File: src/rtl/mem_port_arbiter_pkg.sv
`default_nettype none
// ============================================================================
// Module  : mem_port_arbiter_pkg
// Purpose : Shared encodings for the unified-memory port arbiter: FSM state
//           codes, grant identifiers and the latency counter width.
// Revision: 1.0 - initial release
// ============================================================================
package mem_port_arbiter_pkg;

  // Arbiter FSM states; code 2'd3 is unused and recovers to IDLE.
  typedef enum logic [1:0] {
    ARB_IDLE = 2'd0,
    ARB_BUSY = 2'd1,
    ARB_DONE = 2'd2
  } arb_state_e;

  // Requester identifiers as seen on the grant output.
  localparam logic GNT_CPU = 1'b0;
  localparam logic GNT_LD  = 1'b1;

  // Latency down-counter width; covers MEM_LAT up to 7.
  localparam int LAT_CNT_W = 3;

endpackage
`default_nettype wire

File: src/rtl/mem_port_arbiter.sv
`default_nettype none
// ============================================================================
// Module  : mem_port_arbiter
// Purpose : Shares one fixed-latency unified memory between the MIPS core
//           (requester 0) and a loader/debug port (requester 1). Round-robin
//           arbitration in IDLE, MEM_LAT BUSY cycles, one DONE cycle carrying
//           the winner's acknowledge.
// Revision: 1.0 - initial release
// ============================================================================
module mem_port_arbiter
  import mem_port_arbiter_pkg::*;
#(
  parameter int AW      = 32,
  parameter int DW      = 32,
  parameter int MEM_LAT = 1
) (
  input  logic          clk,
  input  logic          nrst,
  // core port
  input  logic          cpu_req,
  input  logic          cpu_we,
  input  logic [AW-1:0] cpu_addr,
  input  logic [DW-1:0] cpu_wdata,
  output logic [DW-1:0] cpu_rdata,
  output logic          cpu_ack,
  output logic          cpu_stall,
  // loader port
  input  logic          ld_req,
  input  logic          ld_we,
  input  logic [AW-1:0] ld_addr,
  input  logic [DW-1:0] ld_wdata,
  output logic [DW-1:0] ld_rdata,
  output logic          ld_ack,
  // memory port
  output logic          mem_re,
  output logic          mem_we,
  output logic [AW-1:0] mem_addr,
  output logic [DW-1:0] mem_wdata,
  input  logic [DW-1:0] mem_rdata,
  output logic          grant
);

  // Counter load value: MEM_LAT BUSY cycles means counting MEM_LAT-1 down to 0.
  localparam logic [LAT_CNT_W-1:0] LAT_INIT = LAT_CNT_W'(MEM_LAT - 1);

  arb_state_e           state_q, state_d;
  logic [LAT_CNT_W-1:0] lat_cnt_q, lat_cnt_d;
  logic                 grant_q, grant_d;
  logic                 last_grant_q, last_grant_d;
  logic                 mem_re_q, mem_re_d;
  logic                 mem_we_q, mem_we_d;
  logic [AW-1:0]        mem_addr_q, mem_addr_d;
  logic [DW-1:0]        mem_wdata_q, mem_wdata_d;
  logic [DW-1:0]        cpu_rdata_q, cpu_rdata_d;
  logic [DW-1:0]        ld_rdata_q, ld_rdata_d;
  logic                 cpu_ack_q, cpu_ack_d;
  logic                 ld_ack_q, ld_ack_d;

  // Arbitration: a lone requester wins; on a tie the one not served last wins.
  logic          any_req;
  logic          win;
  logic          win_we;
  logic [AW-1:0] win_addr;
  logic [DW-1:0] win_wdata;
  logic          busy_last;

  assign any_req   = cpu_req | ld_req;
  assign win       = (cpu_req && ld_req) ? ((last_grant_q == GNT_CPU) ? GNT_LD : GNT_CPU)
                                         : (ld_req ? GNT_LD : GNT_CPU);
  assign win_we    = (win == GNT_LD) ? ld_we    : cpu_we;
  assign win_addr  = (win == GNT_LD) ? ld_addr  : cpu_addr;
  assign win_wdata = (win == GNT_LD) ? ld_wdata : cpu_wdata;
  assign busy_last = (lat_cnt_q == '0);

  // Next-state and latency counter sequencing.
  always_comb begin
    state_d   = state_q;
    lat_cnt_d = lat_cnt_q;
    case (state_q)
      ARB_IDLE: begin
        if (any_req) begin
          state_d   = ARB_BUSY;
          lat_cnt_d = LAT_INIT;
        end
      end
      ARB_BUSY: begin
        if (busy_last) begin
          state_d = ARB_DONE;
        end else begin
          lat_cnt_d = lat_cnt_q - LAT_CNT_W'(1);
        end
      end
      ARB_DONE: begin
        state_d = ARB_IDLE;
      end
      default: begin
        state_d   = ARB_IDLE;
        lat_cnt_d = '0;
      end
    endcase
  end

  // Output and datapath next values; strobes and acks are registered.
  always_comb begin
    grant_d      = grant_q;
    last_grant_d = last_grant_q;
    mem_re_d     = mem_re_q;
    mem_we_d     = 1'b0;            // write strobe lives for one BUSY cycle only
    mem_addr_d   = mem_addr_q;
    mem_wdata_d  = mem_wdata_q;
    cpu_rdata_d  = cpu_rdata_q;
    ld_rdata_d   = ld_rdata_q;
    cpu_ack_d    = 1'b0;
    ld_ack_d     = 1'b0;
    case (state_q)
      ARB_IDLE: begin
        mem_re_d = 1'b0;
        if (any_req) begin
          grant_d      = win;
          last_grant_d = win;
          mem_addr_d   = win_addr;
          mem_wdata_d  = win_wdata;
          mem_re_d     = ~win_we;
          mem_we_d     = win_we;
        end
      end
      ARB_BUSY: begin
        if (busy_last) begin
          mem_re_d = 1'b0;
          // mem_re is only ever high during BUSY of a read, so it marks reads.
          if (mem_re_q) begin
            if (grant_q == GNT_LD) begin
              ld_rdata_d = mem_rdata;
            end else begin
              cpu_rdata_d = mem_rdata;
            end
          end
          if (grant_q == GNT_LD) begin
            ld_ack_d = 1'b1;
          end else begin
            cpu_ack_d = 1'b1;
          end
        end
      end
      ARB_DONE: begin
        mem_re_d = 1'b0;
      end
      default: begin
        mem_re_d = 1'b0;
      end
    endcase
  end

  // State and output registers; reset aborts any access in flight.
  always_ff @(posedge clk or negedge nrst) begin
    if (!nrst) begin
      state_q      <= ARB_IDLE;
      lat_cnt_q    <= '0;
      grant_q      <= GNT_CPU;
      last_grant_q <= GNT_LD;       // core wins the first tie
      mem_re_q     <= 1'b0;
      mem_we_q     <= 1'b0;
      mem_addr_q   <= '0;
      mem_wdata_q  <= '0;
      cpu_rdata_q  <= '0;
      ld_rdata_q   <= '0;
      cpu_ack_q    <= 1'b0;
      ld_ack_q     <= 1'b0;
    end else begin
      state_q      <= state_d;
      lat_cnt_q    <= lat_cnt_d;
      grant_q      <= grant_d;
      last_grant_q <= last_grant_d;
      mem_re_q     <= mem_re_d;
      mem_we_q     <= mem_we_d;
      mem_addr_q   <= mem_addr_d;
      mem_wdata_q  <= mem_wdata_d;
      cpu_rdata_q  <= cpu_rdata_d;
      ld_rdata_q   <= ld_rdata_d;
      cpu_ack_q    <= cpu_ack_d;
      ld_ack_q     <= ld_ack_d;
    end
  end

  assign grant     = grant_q;
  assign mem_re    = mem_re_q;
  assign mem_we    = mem_we_q;
  assign mem_addr  = mem_addr_q;
  assign mem_wdata = mem_wdata_q;
  assign cpu_rdata = cpu_rdata_q;
  assign ld_rdata  = ld_rdata_q;
  assign cpu_ack   = cpu_ack_q;
  assign ld_ack    = ld_ack_q;
  assign cpu_stall = cpu_req & ~cpu_ack_q;

endmodule
`default_nettype wire

File: config.mk
export PLATFORM = sky130hd
export DESIGN_NAME = mem_port_arbiter
export DESIGN_NICKNAME = d
export VERILOG_FILES = /design/src/rtl/mem_port_arbiter_pkg.sv /design/src/rtl/mem_port_arbiter.sv
export SDC_FILE = /design/constraint.sdc
export NUM_CORES = 1
export LEC_CHECK = 0
export ABC_CLOCK_PERIOD_IN_PS = 2200
export BUFFER_PORTS_ARGS = -buffer_cell sky130_fd_sc_hd__buf_2
export CAP_MARGIN = 0
export CORE_ASPECT_RATIO = 0.5
export CORE_UTILIZATION = 40
export CTS_BUF_LIST = sky130_fd_sc_hd__clkbuf_4
export DETAILED_ROUTE_END_ITERATION = 8
export PLACE_DENSITY = 0.78
export RECOVER_POWER = 25
export REMOVE_ABC_BUFFERS = 1
export SLEW_MARGIN = 0
export SYNTH_ARGS = -nofsm -noshare
export SYNTH_HDL_FRONTEND = slang
export SYNTH_SLANG_ARGS = --single-unit
File: constraint.sdc
create_clock -name clk -period 2.2 [get_ports clk]
set_input_delay 0.11 -clock clk [delete_from_list [all_inputs] [get_ports clk]]
set_output_delay 0.11 -clock clk [all_outputs]
set_load 0.005 [all_outputs]
Yosys cells after proc, flatten, opt, wreduce, memory -nomap -nowiden. Index checks and enable logic that the tools add are counted.

Multiplexer cells: 23. Order comparisons: 0. Shift operators: 0. Div/mod/pow operators: 0. Bitwise logic cells: 6. Equality and inequality tests: 5. Reduce and logical (&&, ||, !) cells: 8. Multipliers: 0. Add/subtract/negate cells: 1.

Operators by type and width (count): 32-bit two-way mux (2); 1-bit two-way mux (14); 3-bit one-hot mux with 3 select lines (1); 4-bit AND reduction (2); 3-bit two-way mux (2); 2-bit inequality test, second input constant (3); 2-bit two-way mux (2); 1-bit NOT (4); 2-bit one-hot mux with 2 select lines (1); 2-bit AND reduction (2); 3-bit logical NOT (1); 3-bit AND reduction (1); 3-bit by 1-bit subtractor with 3-bit output, second input constant (1); 2-bit by 1-bit == test with 1-bit output, second input constant (1); 2-bit == test, second input constant (1); 2-bit logical NOT (1); 1-bit one-hot mux with 2 select lines (1); 1-bit AND (1); 1-bit logical AND (1); 1-bit OR (1).

Memory bits (read-only): 0. Bits in writable memories: 0. Bits in registers: 139. Memories kept: 0. Bits in latches: 0. Output and inout bits: 134. Logic and storage cells: 55.

Logic depth before layout (Yosys ltp). Gate-level depths: netlist (run 1).

Depth after elaboration: 6. Mapped depth: 8. Depth with buffers taken out: 6.

Least setup slack after synthesis (run 1). OpenSTA, ideal clock, no wires.

Path kind: reg-to-reg. Start point: register lat_cnt_q[0]. End point: register ld_rdata_q[10], in the netlist ld_rdata[10]. Cell stages (with the launch flop): 9. Arrival time: 1.700 ns. Period minus slack after synthesis: 1.825 ns. Setup slack: 0.375 ns. Buffers on the path: 2. Cell sequence: dfrtp_1 > inv_1 > ha_1 > ha_1 > buf_4 > and3b_2 > nand3_4 > buf_6 > mux2_4.

Cells in the longest elaborated chain, start to end: 2.

Ends and longest elaborated chain: start: declaration (line mem_port_arbiter.sv:47) `logic [LAT_CNT_W-1:0] lat_cnt_q, lat_cnt_d;`; start signal: assignment (line mem_port_arbiter.sv:171) `lat_cnt_q <= lat_cnt_d;`; 3-bit logical NOT (line mem_port_arbiter.sv:73) `assign busy_last = (lat_cnt_q == '0);`; 4-bit AND reduction (no line); end signal: assignment (line mem_port_arbiter.sv:179) `ld_rdata_q <= ld_rdata_d;`; end: declaration (line mem_port_arbiter.sv:55) `logic [DW-1:0] ld_rdata_q, ld_rdata_d;`.

Every way passes these cells. A chain may end at the register's enable or synchronous reset.

Worst setup path in the final report (run 1).
Start point: register last_grant_q. End point: register mem_addr_q[29], in the netlist mem_addr[29].

Cells in the longest elaborated chain, start to end: 3.

Ends and longest elaborated chain: start: declaration (line mem_port_arbiter.sv:49) `logic last_grant_q, last_grant_d;`; start signal: assignment (line mem_port_arbiter.sv:173) `last_grant_q <= last_grant_d;`; 1-bit two-way mux (2 in a row) (line mem_port_arbiter.sv:68) `assign win = (cpu_req && ld_req) ? ((last_grant_q == GNT_CPU) ? GNT_LD : GNT_CPU)`; 32-bit two-way mux (line mem_port_arbiter.sv:71) `assign win_addr = (win == GNT_LD) ? ld_addr : cpu_addr;`; end signal: assignment (line mem_port_arbiter.sv:176) `mem_addr_q <= mem_addr_d;`; end: declaration (line mem_port_arbiter.sv:52) `logic [AW-1:0] mem_addr_q, mem_addr_d;`.

Every way passes these cells.

==> impl_results.md, run 1 <==
- Combinational Power Share: between 40% and 50%
- Post-synthesis mux area share: between 10% and 20%
- Primary FF master, synth: dfrtp_1
- Die Height: ~89 um
- Initial antenna violation count: 0
- Clk buf depth: 2
- Fin cells: 1,145
- Period utilisation layout: a little over nine tenths
- Clk_lat worst skew: between 0.5 and 0.6 ns
- Per-cell routed wire length: between 15 and 20 um
- FILL cells: slightly above 1,000
- Vias in the first global route: between 6,000 and 7,000
- Synth Area in Compound Gates: 18.5%
- Peak VDD IR: slightly below 0.6 mV
- Clock root cell: clkbuf_4
- DIE AREA: ~16,000 um2
- H-tree depth: 4
- Drt drc: 0
- Synthesized area: 6080 um2
- CTS Sinks: around 140
- Reg-to-reg slack, setup: around 0.10 ns
- Main combinational cell family by area after synthesis: compound AO/OA/AOI/OAI gates
- Kind of critical path: reg -> reg
- Final Hold Viols: 0
- Routed Antenna Nets: 0
- Slew of the pin with the lowest slew margin: roughly 1.3 ns
- Clock group share of total power: between 10 and 15%
- Clock slew at reported path FFs: approximately 0.13 ns
- Required time worst endpoint: approximately 2.7 ns
- Dpl hpwl: roughly 11,000 um
- Core Area: between 10,000 and 15,000 um2
- CTS tree: built
- Arrival time at the worst endpoint: about 2.6 ns
- Synth Area in XOR/XNOR: less than 1%
- LEAKAGE: 4.74 nW
- Ant diodes: 0
- Startpoint Class: register
- Post-layout util: around two thirds
- First-pass GRT wire length: between 30,000 and 40,000 um
- Worst setup EP type: register
- Worst min path class: in -> reg
- GRT Total Usage: around 25%
- Max Cap Violations: 0
- Syn Inst Count: roughly 480
- Detailed-route via count: just under 6,000
- Slew HR: 12.7%
- RSZ-0062 raised after global routing: false
- Post-synth EDFFs: 0
- Io pins: 300
- Mean Syn Cell Area: approximately 13 um2
- Placed Cells: between 900 and 1,000
- Setup-failing EPs final: 0
- Max FO, Critical Path: 37
- Async S/R FF share, synth: 100%
- Total congestion overflow: 0
- Sw frac: between 30% and 40%
- CP max stage delay: 0.59 ns
- Register area share after synthesis: between 50% and 60%
- Final #Nets: about 1,100
- Starting Density: about two fifths
- Synth cell types: 36
- Drt first pass iters: 5
- Num CTS Buffers: 17
- Min Tclk post-route: between 2 and 2.5 ns
- Share of cells above drive strength 1: 45.1%
- Power Dens Cells: around 1200 nW/um2
- Gpl congestion: 0.855
- Final Max Tran Viols: 0
- P_int: 0.00750 W
- FMAX: between 400 and 500 MHz
- CP cell instances: a21bo_2 > buf_12 > nand2_1 > a2bb2oi_1 > dlygate4sd3_1
- Yosys reg bits: ~140
- Port Buffer Count: about 300
- Row cnt: 31
- Post-Synth Simple-Gate Area: under 10%
- Crit path max-delay family: buffers and inverters
- Layout Skew: 0.0249 ns
- Chip width: ~180 um
- Seq pwr share: 39.1%
- Initial DRC Count: between 300 and 400
- Adder-cell share of the synthesized area: less than 1%
- Status: finished, final reports clean
- CP max stage cell: dfstp_2
- Largest net degree at the start of global routing: 50
- Critical path buffers and inverters: 2
- Post-DR vias/cell: 5.19
- Sw Pwr: roughly 0.0042 W
- P&R area growth vs syn: 60.9%
- Drt total wl: approximately 20,000 um
- Synth warnings: 0
## through the flow
step	setup TNS [ns]	hold slack (ns)	setup slack, ns	instance area (um2)	total power, W
2_1_floorplan	-238.56	-0.186	-2.95	5850	0.00717
3_3_place_gp	0	0.0830	0.427	7830	0.00908
3_5_place_dp	0	0.0883	0.401	7830	0.00922
4_1_cts	0	0.0580	0.0253	9750	0.0115
5_1_grt	0	0.274	0.0162	9780	0.0124
6_report	0	0.274	0.0997	9780	0.0117
## flip-flops by register name, summed over array words and instances, names as in the netlist
name          count
cpu_ack           1
cpu_rdata        32
grant             1
last_grant_q      1
lat_cnt_q         3
ld_ack            1
ld_rdata         32
mem_addr         32
mem_re            1
mem_wdata        32
mem_we            1
state_q           2
## layout make-up
cell class              instances  area (um2)  area share (%)
inverters                       4        15.0           0.154
clock inverters                15         168            1.71
flip-flops and latches        139        3480            35.6
well taps                     198         248            2.53
clock buffers                  17         128            1.30
repair buffers                482        3340            34.2
multi-input cells             290        2400            24.5
## power by group through the flow
stage / Sequential (W) / Clock (W) / Combinational, W
6_report: 0.00456 / 0.00173 / 0.00537
5_1_grt: 0.00470 / 0.00189 / 0.00578
4_1_cts: 0.00451 / 0.00178 / 0.00519
3_5_place_dp: 0.00454 / 0 / 0.00469
3_3_place_gp: 0.00451 / 0 / 0.00457
2_1_floorplan: 0.00471 / 0 / 0.00246
## cells in the mapped netlist (2+ instances only)
master	number	area, um2
a211oi_1	64	480
a21o_1	2	15.0
a2bb2oi_1	64	561
buf_2	18	90.1
buf_4	5	37.5
buf_6	3	33.8
clkbuf_1	16	60.1
dfrtp_1	138	3450
ha_1	2	25.0
inv_1	4	15.0
mux2_2	33	372
mux2_4	30	450
nand2_1	66	248
nor2_1	4	15.0
nor3_1	3	15.0
o21ai_0	3	15.0
## metal layers
layer | up-vias | wire (um) | GRT usage, %
li1 | 2692 | - | -
met1 | 2882 | 7900 | 28.4
met2 | 296 | 10400 | 45.5
met3 | 71 | 1260 | 5.53
met4 | 0 | 729 | 13.3
met5 | - | 0 | 0
## worst paths after layout
path | start | endpoint | cells past startpoint
max in group asynchronous | nrst | mem_wdata[21]$_DFFE_PN0P_ | 3
min reg2reg | cpu_rdata[6]$_DFFE_PN0P_ | cpu_rdata[6]$_DFFE_PN0P_ | 1
max reg2reg | last_grant_q$_DFFE_PN1P_ | mem_addr[29]$_DFFE_PN0P_ | 5
min in group asynchronous | nrst | mem_wdata[0]$_DFFE_PN0P_ | 2
min | cpu_req | mem_wdata[31]$_DFFE_PN0P_ | 4
max | last_grant_q$_DFFE_PN1P_ | mem_addr[29]$_DFFE_PN0P_ | 5
## cell usage in the layout (no fill, tap or decap), drive strengths merged, types with 2 or more instances in the layout
cell | Yosys | layout
buf | 27 | 317
dlygate4sd3 | 0 | 163
dfrtp | 138 | 138
nand2 | 66 | 66
a211oi | 64 | 64
a2bb2oi | 64 | 64
mux2 | 64 | 64
clkbuf | 16 | 19
inv | 4 | 15
nor3 | 4 | 4
nor2 | 4 | 4
o21ai | 3 | 3
a21o | 2 | 2
ha | 2 | 2
o21bai | 1 | 2
clkinv | 0 | 2
## logic make-up after synthesis
logic type | Yosys count
multiplexers | 65
adder cells (fa/ha/maj) | 2
XOR/XNOR | 1
buffers and inverters | 47
AO/OA/AOI/OAI | 140
AND/OR/NAND/NOR | 81
flip-flops | 139
## tightest hold or removal path, delay by kind of cell
kind | cells | cell delay [ns]
compound gates | 2 | 0.38
buf+inv | 1 | 0.16
simple gates | 1 | 0.11
## repair_timing
| item | in CTS | in global routing |
|---|---|---|
| buffers inserted | 0 | 3 |
| hold endpoints to repair | 253 | 0 |
| setup endpoints to repair | 0 | 18 |
| hold buffers | 163 | 0 |
| resized for setup | 0 | 1 |
Note: power is estimated with default switching activity, not from simulation.
==> inputs of run 2 (changes only) <==
--- a/config.mk
+++ b/config.mk
@@ -12,7 +12,7 @@
 export CORE_UTILIZATION = 40
 export CTS_BUF_LIST = sky130_fd_sc_hd__clkbuf_4
 export DETAILED_ROUTE_END_ITERATION = 8
-export PLACE_DENSITY = 0.78
+export PLACE_DENSITY = 0.79
 export RECOVER_POWER = 25
 export REMOVE_ABC_BUFFERS = 1
 export SLEW_MARGIN = 0
==> impl_results.md, run 2 (synthesized netlist as in run 1, its figures left out) <==
- Most common cell after layout, fill and taps aside: buf_2
- Setup tns final: 0 ns (unchanged)
- First-pass GRT wire length: 31,000 um (+2.0%)
- WHS: 0.273 ns (-0.00111 ns)
- CTS Sinks: 139 (unchanged)
- Worst setup EP type: register
- Drt total wl: 20,700 um (+2.3%)
- Initial antenna violation count: 0 (unchanged)
- Slew HR: 5.84% (-6.8 points)
- Post-DR vias/cell: 5.26 (+1.4%)
- Hold Startpoint: ld_req
- Dpl hpwl: 11,600 um (+2.7%)
- Post-layout util: 66.6% (-0.12 points)
- CP max stage cell: dlygate4sd3_1
- LEAKAGE: 4.71 nW (-0.59%)
- Worst r2r path cells: 5 (unchanged)
- Worst min path class: in -> reg
- Period utilisation layout: 95.5% (about the same)
- DIE AREA: 15,700 um2 (unchanged)
- Largest net degree at the start of global routing: 54 (+8.0%)
- Layout Skew: 0.0319 ns (+0.00701 ns)
- Port Buffer Count: 299 (unchanged)
- Max FO, Critical Path: 39 (+5.4%)
- GRT Total Usage: 25.4% (+0.33 points)
- Commonest non-fill, non-tap cells in the layout: buf_2 (298), dlygate4sd3_1 (163), dfrtp_1 (137), nand2_1 (66)
- Clk buf depth: 2 (unchanged)
- Final Hold Viols: 0 (unchanged)
- Setup-failing EPs final: 0 (unchanged)
- Per-cell routed wire length: 18.1 um (+2.6%)
- Vias in the first global route: 6,227 (+1.4%)
- # Post-CTS Setup Buffers: 0 (unchanged)
- Starting Density: 41.5% (unchanged)
- Io pins: 300 (unchanged)
- Total congestion overflow: 0 (unchanged)
- RSZ-0062 raised after global routing: true
- Chip width: 176 um (unchanged)
- Die Height: 89.2 um (unchanged)
- Drt drc: 0 (unchanged)
- Required time worst endpoint: 2.65 ns (about the same)
- Total power: 0.0119 W (+2.1%)
- Initial DRC Count: 335 (+11%)
- Core Area: 14,700 um2 (unchanged)
- Power Dens Cells: 1220 nW/um2 (+2.3%)
- Critical path buffers and inverters: 2 (unchanged)
- Num CTS Buffers: 17 (unchanged)
- Worst R2R Start: state_q[1]$_DFFE_PN0P_
- CP max stage delay: 0.58 ns (about the same)
- CP cell instances: o21bai_4 > nor2_4 > buf_6 > a2bb2oi_1 > dlygate4sd3_1
- Kind of critical path: reg -> reg
- Reg-to-reg slack, setup: 0.1 ns (about the same)
- P&R area growth vs syn: 60.6%
- FF-to-FF End: mem_wdata[20]$_DFFE_PN0P_
- Routed Antenna Nets: 0 (unchanged)
- Gpl congestion: 0.803 (-6.1%)
- Final #Nets: 1,099 (-0.27%)
- WHS Endpoint: mem_we$_DFF_PN0_
- Status: finished, final reports clean
- Clk_lat worst skew: 0.53 ns (about the same)
- Crit path max-delay family: buffers and inverters
- Share of cells above drive strength 1: 44.8% (-0.28 points)
- CTS tree: built
- FMAX: 476 MHz (about the same)
- Arrival time at the worst endpoint: 2.55 ns (about the same)
- Detailed-route via count: 6,010 (+1.2%)
- Clock slew at reported path FFs: 0.13 ns (about the same)
- Drt first pass iters: 5 (unchanged)
- Worst Hold Path Cells: 4 (unchanged)
- Startpoint Class: register
- Max Cap Violations: 0 (unchanged)
- H-tree depth: 4 (unchanged)
- Peak VDD IR: 0.595 mV (+1.8%)
- Slew of the pin with the lowest slew margin: 1.41 ns (+0.102 ns)
- Min Tclk post-route: 2.10 ns (+0.000101 ns)
- Ant diodes: 0 (unchanged)
- Clock root cell: clkbuf_4
- Row cnt: 31 (unchanged)
- Final Max Tran Viols: 0 (unchanged)
run 2: report_power, final:
group | internal [W] | total (W) | switching [W]
clock network | 0.000716 | 0.00179 | 0.00107
registers | 0.00380 | 0.00459 | 0.000785
logic | 0.00321 | 0.00553 | 0.00232
total | 0.00773 | 0.0119 | 0.00417
run 2: final cells by class:
type	count	area [um2]
Clock buffer	18	135
Tap cell	198	248
Timing Repair Buffer	478	3310
Multi-Input combinational cell	291	2420
Sequential cell	139	3480
Inverter	4	15.0
Clock inverter	14	160
Fill cell	1079	4900
run 2: per-layer routing:
metal	track usage [%]	wire (um)	part of all wire, %	vias to the layer above
met5	0	0	0	-
met4	15.4	787	3.8	0
met3	4.89	1300	6.3	72
met2	46.0	10500	51	321
met1	28.6	8100	39	2938
li1	-	-	-	2679
run 2: repair_timing:
action	CTS	global route
setup endpoints to repair	0	31
resized for setup	0	4
hold buffers	163	0
hold endpoints to repair	243	0
run 2: metrics by stage:
step                      worst slack [ns]  instance area (um2)  cells
after floorplan                      -2.95                 5850    432
after global placement               0.264                 7800    945
after detailed placement             0.193                 7800    945
after CTS                           0.0328                 9730   1140
after global routing               -0.0115                 9760   1142
final                               0.0996                 9760   1142
run 2: how the worst max path moves through the flow:
stage,end,cells after the start,from,slack (ns)
after floorplan,mem_re$_DFFE_PN0P_,3,ld_req,-2.95
after global placement,mem_addr[30]$_DFFE_PN0P_,4,last_grant_q$_DFFE_PN1P_,0.26
after detailed placement,mem_addr[16]$_DFFE_PN0P_,4,last_grant_q$_DFFE_PN1P_,0.19
after CTS,mem_wdata[14]$_DFFE_PN0P_,5,state_q[1]$_DFFE_PN0P_,0.03
after global routing,mem_wdata[6]$_DFFE_PN0P_,5,state_q[1]$_DFFE_PN0P_,-0.01
final,mem_wdata[20]$_DFFE_PN0P_,5,state_q[1]$_DFFE_PN0P_,0.1
run 2: worst min-delay path: stages:
cell and delay [ns]:
buf_2 0.15, a21boi_4 0.23, mux2i_1 0.16, nor2_1 0.10
==> inputs of run 3 (changes only) <==
--- a/config.mk
+++ b/config.mk
@@ -13,7 +13,7 @@
 export CTS_BUF_LIST = sky130_fd_sc_hd__clkbuf_4
 export DETAILED_ROUTE_END_ITERATION = 8
 export PLACE_DENSITY = 0.79
-export RECOVER_POWER = 25
+export RECOVER_POWER = 50
 export REMOVE_ABC_BUFFERS = 1
 export SLEW_MARGIN = 0
 export SYNTH_ARGS = -nofsm -noshare
==> impl_results.md, run 3 (synthesized netlist as in run 1, its figures left out) <==
- Status: finished, final reports clean
- First-pass GRT wire length: 31,000 um (unchanged)
- Placed Cells: 945 (unchanged)
- Setup-failing EPs final: 0 (unchanged)
- Sw frac: 35.4% (+0.33 points)
- Clock slew at reported path FFs: 0.13 ns (about the same)
- Power Dens Cells: 1220 nW/um2 (-0.30%)
- Min Tclk post-route: 2.08 ns (-0.0158 ns)
- Area post-placement: 7800 um2 (unchanged)
- Period utilisation layout: 94.8% (-0.72 points)
- Max Cap Violations: 0 (unchanged)
- FMAX: 480 MHz (+0.76%)
- Combinational Power Share: 45.9% (-0.5 points)
- Core Area: 14,700 um2 (unchanged)
- Row cnt: 31 (unchanged)
- Clock root cell: clkbuf_4
- Final Max Tran Viols: 0 (unchanged)
- Initial DRC Count: 298 (-11%)
- CTS Sinks: 139 (unchanged)
- Drt drc: 0 (unchanged)
- Detailed-route via count: 6,059 (+0.82%)
- Peak VDD IR: 0.593 mV (-0.43%)
- Share of cells above drive strength 1: 39.7% (-5.1 points)
- Initial antenna violation count: 0 (unchanged)
- Clk buf depth: 2 (unchanged)
- Port Buffer Count: 299 (unchanged)
- Drt first pass iters: 4 (-1)
- Clock group share of total power: 15.1% (about the same)
- Slew of the pin with the lowest slew margin: 1.41 ns (-0.00693 ns)
- Most common cell after layout, fill and taps aside: buf_2
- Required time worst endpoint: 2.65 ns (about the same)
- Layout Skew: 0.0309 ns (-0.00100 ns)
- Arrival time at the worst endpoint: 2.53 ns (-0.02 ns)
- Slew HR: 6.30% (+0.46 points)
- Worst min path class: in -> reg
- Starting Density: 41.5% (unchanged)
- Largest net degree at the start of global routing: 54 (unchanged)
- Dpl hpwl: 11,600 um (unchanged)
- # Post-CTS Setup Buffers: 0 (unchanged)
- Kind of critical path: reg -> reg
- Final #Nets: 1,099 (unchanged)
- Chip width: 176 um (unchanged)
- Post-DR vias/cell: 5.31 (+0.82%)
- P&R area growth vs syn: 59.6%
- CTS tree: built
- Startpoint Class: register
- Routed Antenna Nets: 0 (unchanged)
- Clk_lat worst skew: 0.52 ns (about the same)
- LEAKAGE: 4.57 nW (-2.8%)
- Finished Cell Area: 9700 um2 (-0.64%)
- P_int: 0.00762 W (-1.4%)
- Vias in the first global route: 6,227 (unchanged)
- Ant diodes: 0 (unchanged)
- GRT Total Usage: 25.4% (unchanged)
- Final Hold Viols: 0 (unchanged)
- Drt total wl: 20,600 um (-0.38%)
- RSZ-0062 raised after global routing: true
- Max FO, Critical Path: 39 (unchanged)
- H-tree depth: 4 (unchanged)
- DIE AREA: 15,700 um2 (unchanged)
- Multi-input gate area: 2420 um2 (unchanged)
- Total congestion overflow: 0 (unchanged)
- Die Height: 89.2 um (unchanged)
- Per-cell routed wire length: 18.1 um (-0.38%)
- FILL cells: 1,098 (+1.8%)
- Gpl congestion: 0.803 (unchanged)
- Fin cells: 1,142 (unchanged)
- Num CTS Buffers: 17 (unchanged)
- Sw Pwr: 0.00417 W (about the same)
- Total power: 0.0118 W (-0.93%)
- Worst setup EP type: register
- Register area: 3480 um2 (unchanged)
- Commonest non-fill, non-tap cells in the layout: buf_2 (250), dlygate4sd3_1 (163), dfrtp_1 (137), nand2_1 (66)
- Io pins: 300 (unchanged)
- Seq pwr share: 39.0% (+0.5 points)
run 3: changes by cell type in the layout (fill, tap and decap cells not counted):
cell,delta
buf_1,+2
clkbuf_1,+46
buf_2,-48
buf_4,-1
clkbuf_2,+1
run 3: final timing paths:
kind                                           from  cells after the start                        end  slack (ns)
max in group asynchronous                      nrst                      3    mem_addr[0]$_DFFE_PN0P_        0.42
min in group asynchronous                      nrst                      2  mem_wdata[11]$_DFFE_PN0P_        0.43
setup reg to reg             state_q[1]$_DFFE_PN0P_                      5   mem_wdata[6]$_DFFE_PN0P_        0.12
hold / removal                               ld_req                      4           mem_we$_DFF_PN0_        0.27
hold reg to reg            cpu_rdata[6]$_DFFE_PN0P_                      1   cpu_rdata[6]$_DFFE_PN0P_        0.52
setup / recovery             state_q[1]$_DFFE_PN0P_                      5   mem_wdata[6]$_DFFE_PN0P_        0.12
run 3: critical path: stages (launching register included):
cell and delay [ns]:
dfrtp_1 0.45, o21bai_4 0.33, nor2_4 0.18, buf_6 0.31
a2bb2oi_1 0.18, dlygate4sd3_1 0.58
run 3: final cells by class:
type                    instances  area share [%]
clock inverters                14            1.65
repair buffers                478            33.4
clock buffers                  18            1.39
flip-flops and latches        139            35.9
inverters                       4           0.155
multi-input cells             291            24.9
well taps                     198            2.55
run 3: metal layers:
layer	up-vias	GRT usage (%)	wire [um]
met4	0	15.4	794
met2	338	46.0	10500
met3	73	4.89	1310
met1	2972	28.6	8040
li1	2676	-	-
met5	-	0	0
run 3: timing repair:
item,4_1_cts,5_1_grt
hold buffers,163,0
resized for setup,0,4
hold endpoints to repair,243,0
setup endpoints to repair,0,31
run 3: stage by stage:
step | TNS, ns | hold slack [ns] | utilization, % | setup slack, ns
CTS | 0 | 0.0831 | 66.4 | 0.0328
floorplan | -238.56 | -0.186 | - | -2.95
detailed placement | 0 | 0.0956 | 53.2 | 0.193
finish | 0 | 0.272 | 66.2 | 0.115
global placement | 0 | 0.0908 | 53.2 | 0.264
global route | -0.0115 | 0.242 | 66.2 | -0.0115
run 3: power groups by stage:
stage / Sequential (W) / Clock (W) / Combinational [W]
global placement: 0.00452 / 0 / 0.00453
floorplan: 0.00471 / 0 / 0.00246
global route: 0.00474 / 0.00196 / 0.00582
detailed placement: 0.00455 / 0 / 0.00467
CTS: 0.00453 / 0.00184 / 0.00534
finish: 0.00460 / 0.00178 / 0.00541
